$ cat config.mk
export PLATFORM = sky130hd
export DESIGN_NAME = imem_load_ctrl_flat
export DESIGN_NICKNAME = d
export VERILOG_FILES = /design/src/rtl/imem_pkg.sv /design/src/rtl/imem_load_ctrl_if.sv /design/src/rtl/imem_fetch_guard.sv /design/src/rtl/imem_load_ctrl.sv /design/src/flat_wrapper.sv
export SDC_FILE = /design/constraint.sdc
export NUM_CORES = 1
export LEC_CHECK = 0
export BUFFER_PORTS_ARGS = -buffer_cell sky130_fd_sc_hd__buf_2
export CORE_MARGIN = 5
export CORE_UTILIZATION = 42
export CTS_CLUSTER_DIAMETER = 50
export DETAILED_ROUTE_END_ITERATION = 10
export PLACE_DENSITY = 0.88
export SETUP_SLACK_MARGIN = 0.1
export SYNTH_ARGS = -nofsm -noshare
export SYNTH_HDL_FRONTEND = slang
export SYNTH_SLANG_ARGS = --single-unit
export TNS_END_PERCENT = 20
$ cat constraint.sdc
create_clock -name clk -period 1.8 [get_ports clk]
set_input_delay 0.09 -clock clk [delete_from_list [all_inputs] [get_ports clk]]
set_output_delay 0.09 -clock clk [all_outputs]
set_load 0.05 [all_outputs]
$ cat src/rtl/imem_pkg.sv
// Shared types and constants for the instruction-memory load controller
// and its fetch guard.
package imem_pkg;

    typedef enum logic [2:0] {
        ST_WAIT  = 3'd0,
        ST_LOAD  = 3'd1,
        ST_DONE  = 3'd2,
        ST_RUN   = 3'd3,
        ST_ERROR = 3'd4
    } imem_state_e;

    localparam logic [31:0] IMEM_NOP_INSTR = 32'h0000_0013;

    // Word-index width for a memory of mem_size words (at least one bit).
    function automatic int imem_idx_w(input int mem_size);
        return (mem_size > 1) ? $clog2(mem_size) : 1;
    endfunction

endpackage

$ cat src/rtl/imem_load_ctrl_if.sv
// Boot-image word stream from the host/UART bridge into the load controller.
interface imem_load_ctrl_if #(
    parameter int DATA_WIDTH = 32
);
    // A word moves on every rising edge where ld_valid && ld_ready. The
    // master holds ld_data/ld_last stable while ld_valid is high and not yet
    // accepted; ld_ready never depends on ld_valid; ld_last is only
    // meaningful while ld_valid is high.
    logic                  ld_valid;
    logic                  ld_ready;
    logic [DATA_WIDTH-1:0] ld_data;
    logic                  ld_last;

    modport master (
        output ld_valid,
        output ld_data,
        output ld_last,
        input  ld_ready
    );

    modport slave (
        input  ld_valid,
        input  ld_data,
        input  ld_last,
        output ld_ready
    );

endinterface

$ cat src/rtl/imem_fetch_guard.sv
// Combinational fetch check: word-aligns the core PC into a memory index and
// substitutes NOP for misaligned or out-of-range fetches, or when disabled.
module imem_fetch_guard
    import imem_pkg::*;
#(
    parameter int                    DATA_WIDTH = 32,
    parameter int                    ADDR_WIDTH = 32,
    parameter int                    IDX_W      = 9,
    parameter logic [DATA_WIDTH-1:0] NOP_INSTR  = DATA_WIDTH'(IMEM_NOP_INSTR)
) (
    input  logic                  enable,
    input  logic [ADDR_WIDTH-1:0] fetch_addr,
    input  logic [DATA_WIDTH-1:0] mem_rdata,
    output logic [IDX_W-1:0]      mem_raddr,
    output logic [DATA_WIDTH-1:0] fetch_instr,
    output logic                  fetch_fault
);

    logic [ADDR_WIDTH-1:0] hi_bits;
    logic                  misaligned;
    logic                  out_of_range;

    always_comb begin
        // Any bit above the byte range of the memory makes the PC illegal.
        hi_bits      = fetch_addr >> (IDX_W + 2);
        misaligned   = |fetch_addr[1:0];
        out_of_range = |hi_bits;
        mem_raddr    = fetch_addr[IDX_W+1:2];
        fetch_fault  = enable && (misaligned || out_of_range);
        fetch_instr  = (!enable || fetch_fault) ? NOP_INSTR : mem_rdata;
    end

endmodule

$ cat src/rtl/imem_load_ctrl.sv
// Instruction-memory controller: boot-time image load, then gated run-time
// fetch. Define IMEM_CHECKSUM_EN to treat the ld_last word as an image checksum.
module imem_load_ctrl
    import imem_pkg::*;
#(
    parameter int                    DATA_WIDTH = 32,
    parameter int                    ADDR_WIDTH = 32,
    parameter int                    MEM_SIZE   = 512,
    parameter int                    IDX_W      = imem_idx_w(MEM_SIZE),
    parameter logic [DATA_WIDTH-1:0] NOP_INSTR  = DATA_WIDTH'(IMEM_NOP_INSTR)
) (
    input  logic                  clk,
    input  logic                  reset_n,
    imem_load_ctrl_if.slave       ld,
    input  logic                  reload,
    input  logic [ADDR_WIDTH-1:0] fetch_addr,
    output logic [DATA_WIDTH-1:0] fetch_instr,
    output logic                  fetch_fault,
    output logic                  core_stall,
    output logic                  mem_we,
    output logic [IDX_W-1:0]      mem_waddr,
    output logic [DATA_WIDTH-1:0] mem_wdata,
    output logic [IDX_W-1:0]      mem_raddr,
    input  logic [DATA_WIDTH-1:0] mem_rdata,
    output logic [IDX_W:0]        load_count,
    output logic                  load_err,
    output imem_state_e           dbg_state
);

    localparam logic [IDX_W-1:0] LAST_IDX = IDX_W'(MEM_SIZE - 1);

    imem_state_e      state_q;
    imem_state_e      state_d;
    logic [IDX_W-1:0] ptr_q;

    logic loading;
    logic accept;
    logic word_write;
    logic last_ok;
    logic load_fail;
    logic reload_take;

`ifdef IMEM_CHECKSUM_EN
    logic [31:0] sum_q;
`endif

    // ------------------------------------------------------------------
    // Handshake and write qualification
    // ------------------------------------------------------------------
    always_comb begin
        loading     = (state_q == ST_WAIT) || (state_q == ST_LOAD);
        accept      = ld.ld_valid && ld.ld_ready;
        reload_take = reload && ((state_q == ST_RUN) || (state_q == ST_ERROR));
`ifdef IMEM_CHECKSUM_EN
        // The ld_last word carries the checksum and never reaches memory.
        word_write  = accept && !ld.ld_last;
        last_ok     = (sum_q == 32'(ld.ld_data));
`else
        word_write  = accept;
        last_ok     = 1'b1;
`endif
    end

    // Ready is withheld during the reset cycle so nothing is accepted then.
    assign ld.ld_ready = reset_n && loading;
    assign core_stall  = !reset_n || (state_q != ST_RUN);
    assign dbg_state   = state_q;

    // ------------------------------------------------------------------
    // State machine
    // ------------------------------------------------------------------
    always_ff @(posedge clk) begin
        if (!reset_n) begin
            state_q <= ST_WAIT;
        end else begin
            state_q <= state_d;
        end
    end

    always_comb begin
        state_d = state_q;
        case (state_q)
            ST_WAIT, ST_LOAD: begin
                if (accept) begin
                    if (ld.ld_last) begin
                        state_d = last_ok ? ST_DONE : ST_ERROR;
                    end else if (ptr_q == LAST_IDX) begin
                        state_d = ST_ERROR;
                    end else begin
                        state_d = ST_LOAD;
                    end
                end
            end
            ST_DONE: begin
                state_d = ST_RUN;
            end
            ST_RUN, ST_ERROR: begin
                if (reload) begin
                    state_d = ST_WAIT;
                end
            end
            default: begin
                state_d = ST_WAIT;
            end
        endcase
    end

    assign load_fail = loading && accept && (state_d == ST_ERROR);

    // ------------------------------------------------------------------
    // Write port, pointer and load bookkeeping
    // ------------------------------------------------------------------
    always_ff @(posedge clk) begin
        if (!reset_n) begin
            mem_we     <= 1'b0;
            mem_waddr  <= '0;
            mem_wdata  <= '0;
            ptr_q      <= '0;
            load_count <= '0;
            load_err   <= 1'b0;
        end else begin
            mem_we <= word_write;
            if (word_write) begin
                mem_waddr  <= ptr_q;
                mem_wdata  <= ld.ld_data;
                ptr_q      <= ptr_q + IDX_W'(1);
                load_count <= load_count + (IDX_W + 1)'(1);
            end
            if (load_fail) begin
                load_err <= 1'b1;
            end
            if (reload_take) begin
                ptr_q      <= '0;
                load_count <= '0;
                load_err   <= 1'b0;
            end
        end
    end

`ifdef IMEM_CHECKSUM_EN
    // Running wrapping sum of the image words written so far.
    always_ff @(posedge clk) begin
        if (!reset_n) begin
            sum_q <= '0;
        end else if (reload_take) begin
            sum_q <= '0;
        end else if (word_write) begin
            sum_q <= sum_q + 32'(ld.ld_data);
        end
    end
`endif

    // ------------------------------------------------------------------
    // Run-time fetch path
    // ------------------------------------------------------------------
    imem_fetch_guard #(
        .DATA_WIDTH (DATA_WIDTH),
        .ADDR_WIDTH (ADDR_WIDTH),
        .IDX_W      (IDX_W),
        .NOP_INSTR  (NOP_INSTR)
    ) u_fetch_guard (
        .enable      (state_q == ST_RUN),
        .fetch_addr  (fetch_addr),
        .mem_rdata   (mem_rdata),
        .mem_raddr   (mem_raddr),
        .fetch_instr (fetch_instr),
        .fetch_fault (fetch_fault)
    );

endmodule
$ cat src/flat_wrapper.sv
// flat-port wrapper written by rule: the top's interface ports become plain ports
module imem_load_ctrl_flat import imem_pkg::*;
#(
    parameter int                    DATA_WIDTH = 32,
    parameter int                    ADDR_WIDTH = 32,
    parameter int                    MEM_SIZE   = 512,
    parameter int                    IDX_W      = imem_idx_w(MEM_SIZE),
    parameter logic [DATA_WIDTH-1:0] NOP_INSTR  = DATA_WIDTH'(IMEM_NOP_INSTR)
)
  (clk, reset_n, reload, fetch_addr, fetch_instr, fetch_fault, core_stall, mem_we, mem_waddr, mem_wdata, mem_raddr, mem_rdata, load_count, load_err, dbg_state, ld_ld_valid, ld_ld_data, ld_ld_last, ld_ld_ready);
  imem_load_ctrl_if #(.DATA_WIDTH(DATA_WIDTH)) ld_i ();
  input  logic clk;
  input  logic reset_n;
  input  logic reload;
  input  logic [ADDR_WIDTH-1:0] fetch_addr;
  output logic [DATA_WIDTH-1:0] fetch_instr;
  output logic fetch_fault;
  output logic core_stall;
  output logic mem_we;
  output logic [IDX_W-1:0] mem_waddr;
  output logic [DATA_WIDTH-1:0] mem_wdata;
  output logic [IDX_W-1:0] mem_raddr;
  input  logic [DATA_WIDTH-1:0] mem_rdata;
  output logic [IDX_W:0] load_count;
  output logic load_err;
  output imem_state_e dbg_state;
  input wire logic [$bits(ld_i.ld_valid)-1:0] ld_ld_valid;
  input wire logic [$bits(ld_i.ld_data)-1:0] ld_ld_data;
  input wire logic [$bits(ld_i.ld_last)-1:0] ld_ld_last;
  output wire logic [$bits(ld_i.ld_ready)-1:0] ld_ld_ready;
  assign ld_i.ld_valid = ld_ld_valid;
  assign ld_i.ld_data = ld_ld_data;
  assign ld_i.ld_last = ld_ld_last;
  assign ld_ld_ready = ld_i.ld_ready;
  imem_load_ctrl #(.DATA_WIDTH(DATA_WIDTH), .ADDR_WIDTH(ADDR_WIDTH), .MEM_SIZE(MEM_SIZE), .IDX_W(IDX_W), .NOP_INSTR(NOP_INSTR)) u_core (.clk(clk), .reset_n(reset_n), .ld(ld_i), .reload(reload), .fetch_addr(fetch_addr), .fetch_instr(fetch_instr), .fetch_fault(fetch_fault), .core_stall(core_stall), .mem_we(mem_we), .mem_waddr(mem_waddr), .mem_wdata(mem_wdata), .mem_raddr(mem_raddr), .mem_rdata(mem_rdata), .load_count(load_count), .load_err(load_err), .dbg_state(dbg_state));
endmodule
==> results.cfg, run 1 <==
[placement]
dp_slack_ps = 115.7
place.detailed.hpwl_um = 7263
io_buffer_count = 182
number_of_cells_after_detailed_placement = 654
gp_congestion = 0.8258

[synth]
post_synth_and_or_nand_nor_area_fraction_pct = 38.56
edff_count_synth = 0
synth_seq_area_share_pct = 43.92
avgSynthCellArea_um2 = 7.426
synthesis.instances = 399
yosys-mux-area-fraction_pct = 0.6757
synthesis.nets = 503
synth-compound-area-share_pct = 6.926
synth_seq_cells = 65
synth.cell_area_um2 = 2963
prevailing_post_synth_register_cell = sky130_fd_sc_hd__dfxtp_1
synth.lib_cells_used.distinct = 29
asyncSetResetFlopFracSynth_pct = 0
synthAdderAreaFrac_pct = 1.267
synth_top_family_by_area = simple AND/OR/NAND/NOR gates
yosysWarningCount = 0
synth-xor-area-share_pct = 0.5912

[global_routing]
antenna_found_initial = 0
grt.total_usage_pct = 28.20
grt_first_pass_wirelength_um = 19470
via_count_of_the_first_global_routing_pass = 3827
pin_count_of_the_biggest_net_entering_global_routing = 51
globalRoute.totalOverflow = 0

[routing]
drt-total-wl_um = 12800
routedWlPerCell_um = 18.03
detailed_route_iter0_violations = 167
route.vias.total = 3812
drcViolationCount = 0
detail-route-antenna-nets = 0
detailedRoute.firstPassIterationCount = 5
via_per_inst = 5.369

[sta]
max_freq_mhz = 538.5
setup-violations-final = 10
final-hold-violation-count = 0
worst_slew_margin_rel_pct = 64.52
drv_slew = 0
setup_ws_ps = -57.18
worstMarginPinSlew_ps = 532.2
setup_repair_after_global_routing_missed_its_margin = true
final_period_minus_worst_setup_slack_ps = 1857
skew_final_ps = 7.678
timing.final.crit_share_pct = 103.2
timing.hold.ws_ps = 29.43

[cts]
clkSlewWorstSetupHoldPaths_ps = 70
clk_latency_ps = 330
cts_made_buffers = 9
clkSinkCount = 65
clk_root_buffer_cell = sky130_fd_sc_hd__clkbuf_8
cts_tree = done
cts_htree_levels = 3
clk_path_buf_depth = 2

[cells_and_area]
post_route_cells_drive_above_1_share_pct = 46.74
fillerInstances = 471
antenna_cells_inserted = 0
final_util_pct = 77.14
layoutNonFillerInstCount = 710
synthToLayoutAreaGrowth_pct = 77.87
final_net_count = 715

[pwr]
internal-power_w = 0.002234
total_power_w = 0.003274
power.sequential.fraction_pct = 47.2
power_switching_share_pct = 31.76
total_switching_power_w = 0.001040
power_frac_comb_pct = 22.3
p_per_area_nw_per_um2 = 621.2
total_leakage_power_nw = 2.872
power_frac_clock_pct = 30.5
irDropWorstVdd_uv = 634.0

[critical_path]
cp_max_fo = 7
path_class = flop to output pin
critical_path_arrival_ps = 1770
endpoint_kind = output pin
cp-start-kind = flop
critPathRequiredTime_ps = 1710

[floorplanning]
placement_rows = 30
die_area_um2 = 8834
floorplan.die.height_um = 93.99
top_level_ports = 201
floorplan.die.width_um = 93.99
start_util_pct = 43.37
core_region_area_um2 = 6832

[run]
maxCapViolCount = 0

[status]
result_of_the_run = finished with violations
violations = setup timing

[min_path]
holdCritPathClass = input port to flop
==> sequential cells by signal (all words and copies together), names as in the netlist <==
signal and cells:
u_core.mem_wdata 32, u_core.load_count 10, u_core.mem_waddr 9, u_core.ptr_q 9, u_core.dbg_state 3, u_core.load_err 1, u_core.mem_we 1
==> logic make-up (layout without fill, tap and decap cells) <==
logic type | after synthesis | after routing
flip-flops | 65 | 65
AO/OA/AOI/OAI | 37 | 37
AND/OR/NAND/NOR | 243 | 243
adder cells (fa/ha/maj) | 3 | 3
buffers and inverters | 47 | 262
XOR/XNOR | 2 | 2
multiplexers | 2 | 2
==> Yosys cell counts (all sizes together), types with 5 or more instances <==
cell type / instances / area (um2)
nand2: 123 / 461.7
or4: 9 / 67.56
inv: 7 / 26.28
nand3: 48 / 240.2
o31ai: 6 / 45.04
clkbuf: 17 / 63.81
nor3: 31 / 155.2
dfxtp: 65 / 1301
a21oi: 19 / 95.09
nor4: 7 / 43.79
buf: 23 / 148.9
nand4: 5 / 31.28
o21ai: 10 / 50.05
or3: 6 / 37.54
==> path summary, 6_finish.rpt <==
kind	depth (start not counted)	slack (ps)	to	startpoint
worst max-delay path	7	-60	fetch_instr[26]	u_core.dbg_state[2]
worst min-delay path	3	30	u_core.dbg_state[1]	ld_ld_last
worst max register to register	4	80	u_core.ptr_q[5]	u_core.dbg_state[2]
worst min register to register	2	450	u_core.mem_waddr[2]	u_core.mem_waddr[2]
==> metal layers <==
metal | up-vias | track usage, % | share of wire [%]
li1 | 1777 | - | -
met1 | 1779 | 30.16 | 36
met2 | 212 | 48.73 | 50
met3 | 44 | 10.02 | 10
met4 | 0 | 14.32 | 4.0
met5 | - | 0 | 0
==> placed cells by master, fill, tap and decap left out, types with 2 or more instances in the layout <==
cell,n
sky130_fd_sc_hd__buf_2,147
sky130_fd_sc_hd__nand2_1,95
sky130_fd_sc_hd__dfxtp_1,62
sky130_fd_sc_hd__nand3_1,48
sky130_fd_sc_hd__buf_6,40
sky130_fd_sc_hd__dlygate4sd3_1,32
sky130_fd_sc_hd__nor3_4,29
sky130_fd_sc_hd__buf_4,18
sky130_fd_sc_hd__a21oi_1,17
sky130_fd_sc_hd__nand2_4,16
sky130_fd_sc_hd__nand2_2,12
sky130_fd_sc_hd__o21ai_0,10
sky130_fd_sc_hd__or4_1,9
sky130_fd_sc_hd__clkbuf_8,9
sky130_fd_sc_hd__nor4_1,7
sky130_fd_sc_hd__inv_1,7
sky130_fd_sc_hd__o31ai_1,6
sky130_fd_sc_hd__nand4_1,5
sky130_fd_sc_hd__or3_1,5
sky130_fd_sc_hd__nand3b_1,3
sky130_fd_sc_hd__nor2_1,3
sky130_fd_sc_hd__nand4b_1,3
sky130_fd_sc_hd__ha_1,3
sky130_fd_sc_hd__clkinv_2,3
sky130_fd_sc_hd__nor3_1,2
sky130_fd_sc_hd__a21oi_2,2
sky130_fd_sc_hd__xnor2_1,2
sky130_fd_sc_hd__mux2i_1,2
sky130_fd_sc_hd__buf_16,2
sky130_fd_sc_hd__buf_12,2
sky130_fd_sc_hd__dfxtp_2,2
==> through the flow <==
stage	setup TNS, ps	cell area (um2)
after floorplan	-6.119	3298
after global placement	0	4285
after detailed placement	0	4285
after CTS	-1.812	5191
after global routing	-2200	5270
final	-252.6	5270
==> power by group through the flow <==
stage / combinational, W / sequential [W] / clock [W]
6_report: 0.000730 / 0.00154 / 0.000999
3_5_place_dp: 0.000599 / 0.00157 / 0
5_1_grt: 0.000775 / 0.00155 / 0.00110
3_3_place_gp: 0.000587 / 0.00157 / 0
4_1_cts: 0.000696 / 0.00154 / 0.00103
2_1_floorplan: 0.000226 / 0.00179 / 0
==> worst max-delay path: stages, from the launching register on <==
cell and delay (ps):
sky130_fd_sc_hd__dfxtp_2 320, sky130_fd_sc_hd__buf_6 110, sky130_fd_sc_hd__and3b_2 290, sky130_fd_sc_hd__buf_6 130, sky130_fd_sc_hd__buf_16 130, sky130_fd_sc_hd__nand2_4 50
sky130_fd_sc_hd__nor3_4 200, sky130_fd_sc_hd__buf_6 190
==> layout make-up <==
cell class / count / area [um2] / share of cell area [%]
multi-input cells: 287 / 1929 / 36.61
repair buffers: 241 / 1737 / 32.95
flip-flops and latches: 65 / 1308 / 24.81
clock buffers: 10 / 127.6 / 2.422
well taps: 96 / 120.1 / 2.279
inverters: 7 / 26.28 / 0.4986
clock inverters: 4 / 22.52 / 0.4274
==> repair_timing <==
action | 4_1_cts | 5_1_grt
pin swaps | 21 | 18
hold buffers | 32 | 0
endpoints found under the hold margin | 32 | 0
resized for setup | 103 | 21
setup buffers | 7 | 1
cloned | 2 | 0
setup endpoints to repair | 33 | 76
Power figures use the tool's default switching activity.
==> run 2: changes to the inputs <==
Settings changed: ABC_AREA set to 1, PLACE_DENSITY 0.88 to 0.87.
==> run 2 against run 1 <==
- the flow now finishes without violations
- hold slack better by 25 ps
- flip-flop and latch count unchanged
- die area up 3.9%
- routed wire length down 16%
- area after synthesis up 4.4%
- critical path type unchanged
==> results.cfg, run 2 <==
[critical_path]
critical_path_arrival_ps = 1540
levels_on_crit_path = 7
cp_slowest_stage_delay_ps = 360
path_buf_inv = 4
worstSetupStartpoint = u_core.dbg_state[2]
critical_path.reg2reg.endpoint = u_core.dbg_state[2]
endpoint_kind = output pin
path_class = flop to output pin
slowest_stage = sky130_fd_sc_hd__dfxtp_2
setup_crit_end = fetch_instr[2]
cp-start-kind = flop
reg2reg_from = u_core.ptr_q[0]
critPathRequiredTime_ps = 1710
path_cells = inv_2, nand3_1, inv_2, nand2_4, buf_12, nor2_1, buf_4
cp_max_fo = 15
crit_path_frequent_cell = sky130_fd_sc_hd__inv_2
worst_path_dominant_cell_family = buffers and inverters
r2r_cells = 9
register_to_register_setup_slack_ps = 280

[floorplanning]
placement_rows = 31
start_util_pct = 42.87
floorplan.die.width_um = 95.82
floorplan.die.height_um = 95.82
die_area_um2 = 9181
top_level_ports = 201
core_region_area_um2 = 7214

[pwr]
irDropWorstVdd_uv = 648.3
total_leakage_power_nw = 2.558
power_switching_share_pct = 29.73
internal-power_w = 0.002391
power_frac_comb_pct = 19.5
power.sequential.fraction_pct = 45.4
p_per_area_nw_per_um2 = 704.6
power_frac_clock_pct = 35.1
total_switching_power_w = 0.001011

[sta]
final_period_minus_worst_setup_slack_ps = 1626
setup-tns-final_ps = 0
setup-violations-final = 0
setup_repair_after_global_routing_missed_its_margin = true
final-hold-violation-count = 0
skew_final_ps = 8.330
max_freq_mhz = 615.1
worst_slew_margin_rel_pct = 67.92
drv_slew = 0
worstMarginPinSlew_ps = 481.2
timing.final.crit_share_pct = 90.32
timing.hold.ws_ps = 54.29

[global_routing]
via_count_of_the_first_global_routing_pass = 3397
globalRoute.totalOverflow = 0
grt.total_usage_pct = 22.05
antenna_found_initial = 0
pin_count_of_the_biggest_net_entering_global_routing = 46
grt_first_pass_wirelength_um = 15770

[synth]
synth_seq_area_share_pct = 42.07
synth.top_cell.area_share_pct = 42.07
most_frequent_cells_after_synthesis = sky130_fd_sc_hd__nand2_1, sky130_fd_sc_hd__dfxtp_1, sky130_fd_sc_hd__inv_1
prevailing_post_synth_register_cell = sky130_fd_sc_hd__dfxtp_1
synth.cell_area_um2 = 3093
yosysMostFrequentCell = sky130_fd_sc_hd__nand2_1
post-synth-top-area-cell = sky130_fd_sc_hd__dfxtp_1
yosysWarningCount = 0
synth_seq_cells = 65
edff_count_synth = 0
synth.lib_cells_used.distinct = 25
synthesis.nets = 552
synth.area.top_cells = sky130_fd_sc_hd__dfxtp_1, sky130_fd_sc_hd__nand2_1, sky130_fd_sc_hd__nand3_1
synthesis.instances = 448
asyncSetResetFlopFracSynth_pct = 0
avgSynthCellArea_um2 = 6.904

[cts]
clkSinkCount = 65
cts_made_buffers = 9
clk_path_buf_depth = 2
clk_latency_ps = 330
clkSlewWorstSetupHoldPaths_ps = 60
clk_root_buffer_cell = sky130_fd_sc_hd__clkbuf_8
cts_htree_levels = 3
cts_tree = done

[placement]
io_buffer_count = 182
place.detailed.hpwl_um = 7206
gp_congestion = 0.9075

[routing]
drcViolationCount = 0
detail-route-antenna-nets = 0
detailed_route_iter0_violations = 183
route.vias.total = 3616
routedWlPerCell_um = 14.19
detailedRoute.firstPassIterationCount = 4
drt-total-wl_um = 10730
via_per_inst = 4.783

[cells_and_area]
final_net_count = 757
registers_with_the_most_flip_flops = u_core.mem_wdata x32, u_core.load_count x10
multiInputGateArea_um2 = 1496
antenna_cells_inserted = 0
fillerInstances = 575
layout.cells.most_common_list = sky130_fd_sc_hd__buf_2, sky130_fd_sc_hd__nand2_1, sky130_fd_sc_hd__dfxtp_1
post_route_cells_drive_above_1_share_pct = 38.05
synthToLayoutAreaGrowth_pct = 56.11
largest_register_ff_count = 32
largest-register = u_core.mem_wdata
layout_commonest_cell = sky130_fd_sc_hd__buf_2
layout.area.seq_um2 = 1306

[run]
maxCapViolCount = 0

[status]
result_of_the_run = finished, final reports clean

[min_path]
holdCritPathClass = input port to flop
-- run 2: changes by cell type after synthesis, sizes merged, moves of 4 or more --
cell	previous run	this run
buf	23	28
or3	6	0
inv	7	61
nor4	7	0
o31ai	6	0
nand3	48	52
nor3	31	10
a21oi	19	15
or4	9	0
clkbuf	17	2
nor2	3	61
-- run 2: how the worst min path moves through the flow --
stage | depth (start not counted) | slack, ps | to | start
4_1_cts | 3 | 20 | u_core.dbg_state[1] | ld_ld_last
6_report | 3 | 50 | u_core.dbg_state[1] | ld_ld_last
5_1_grt | 3 | 60 | u_core.dbg_state[1] | ld_ld_last
3_3_place_gp | 0 | 180 | mem_raddr[0] | fetch_addr[2]
2_1_floorplan | 2 | 200 | u_core.mem_wdata[10] | ld_ld_data[10]
3_5_place_dp | 0 | 180 | mem_raddr[0] | fetch_addr[2]
-- run 2: cell type report --
class / instances / share of cell area [%]
multi-input combinational: 292 / 30.99
timing repair buffer: 224 / 30.63
sequential: 65 / 27.05
inverter: 61 / 4.742
clock buffer: 10 / 2.850
tap: 99 / 2.565
clock inverter: 5 / 1.166
-- run 2: timing repair --
action / 4_1_cts / 5_1_grt
hold buffers: 32 / 0
gates cloned: 1 / 0
gates resized for setup: 45 / 25
pin swaps: 0 / 2
hold endpoints to repair: 32 / 0
buffers inserted: 1 / 0
endpoints found under the setup margin: 31 / 40
-- run 2: power by group through the flow --
stage | Clock (W) | Combinational [W] | Sequential [W]
after detailed placement | 0 | 0.000593 | 0.00157
after global placement | 0 | 0.000582 | 0.00157
after floorplan | 0 | 0.000219 | 0.00179
after global routing | 0.00130 | 0.000705 | 0.00155
after CTS | 0.00124 | 0.000652 | 0.00154
final | 0.00119 | 0.000663 | 0.00155
-- run 2: per-layer routing --
| layer | track usage (%) | vias to the layer above | part of all wire [%] |
|---|---|---|---|
| met1 | 21.33 | 1663 | 34 |
| li1 | - | 1783 | - |
| met3 | 5.082 | 29 | 6.5 |
| met2 | 44.24 | 141 | 57 |
| met5 | 0 | - | 0 |
| met4 | 8.531 | 0 | 2.6 |
-- run 2: cells by family after synthesis --
| logic type | synth area share [%] |
|---|---|
| AO/OA/AOI/OAI | 4.612 |
| XOR/XNOR | 0.5664 |
| adder cells (fa/ha/maj) | 1.214 |
| buffers and inverters | 13.35 |
| flip-flops | 42.07 |
| AND/OR/NAND/NOR | 38.19 |
-- run 2: worst register-to-register path: stages (launching register included) --
cell and delay [ps]:
sky130_fd_sc_hd__dfxtp_2 380, sky130_fd_sc_hd__ha_4 160, sky130_fd_sc_hd__nand3_2 100, sky130_fd_sc_hd__nor2_2 110, sky130_fd_sc_hd__inv_1 70, sky130_fd_sc_hd__nor3_2 120
sky130_fd_sc_hd__ha_2 200, sky130_fd_sc_hd__nor3b_4 190, sky130_fd_sc_hd__a21oi_1 60, sky130_fd_sc_hd__nor2_1 80
-- run 2: through the flow --
step	power, W	cell area [um2]	util (%)	std cells	setup WS (ps)
global route	0.003556	4828	66.93	756	84.90
detailed placement	0.002167	4061	56.30	707	93.31
global placement	0.002151	4061	56.30	707	143.5
floorplan	0.002009	3133	-	448	-133.6
CTS	0.003429	4736	65.64	756	72.56
finish	0.003402	4828	66.93	756	174.2
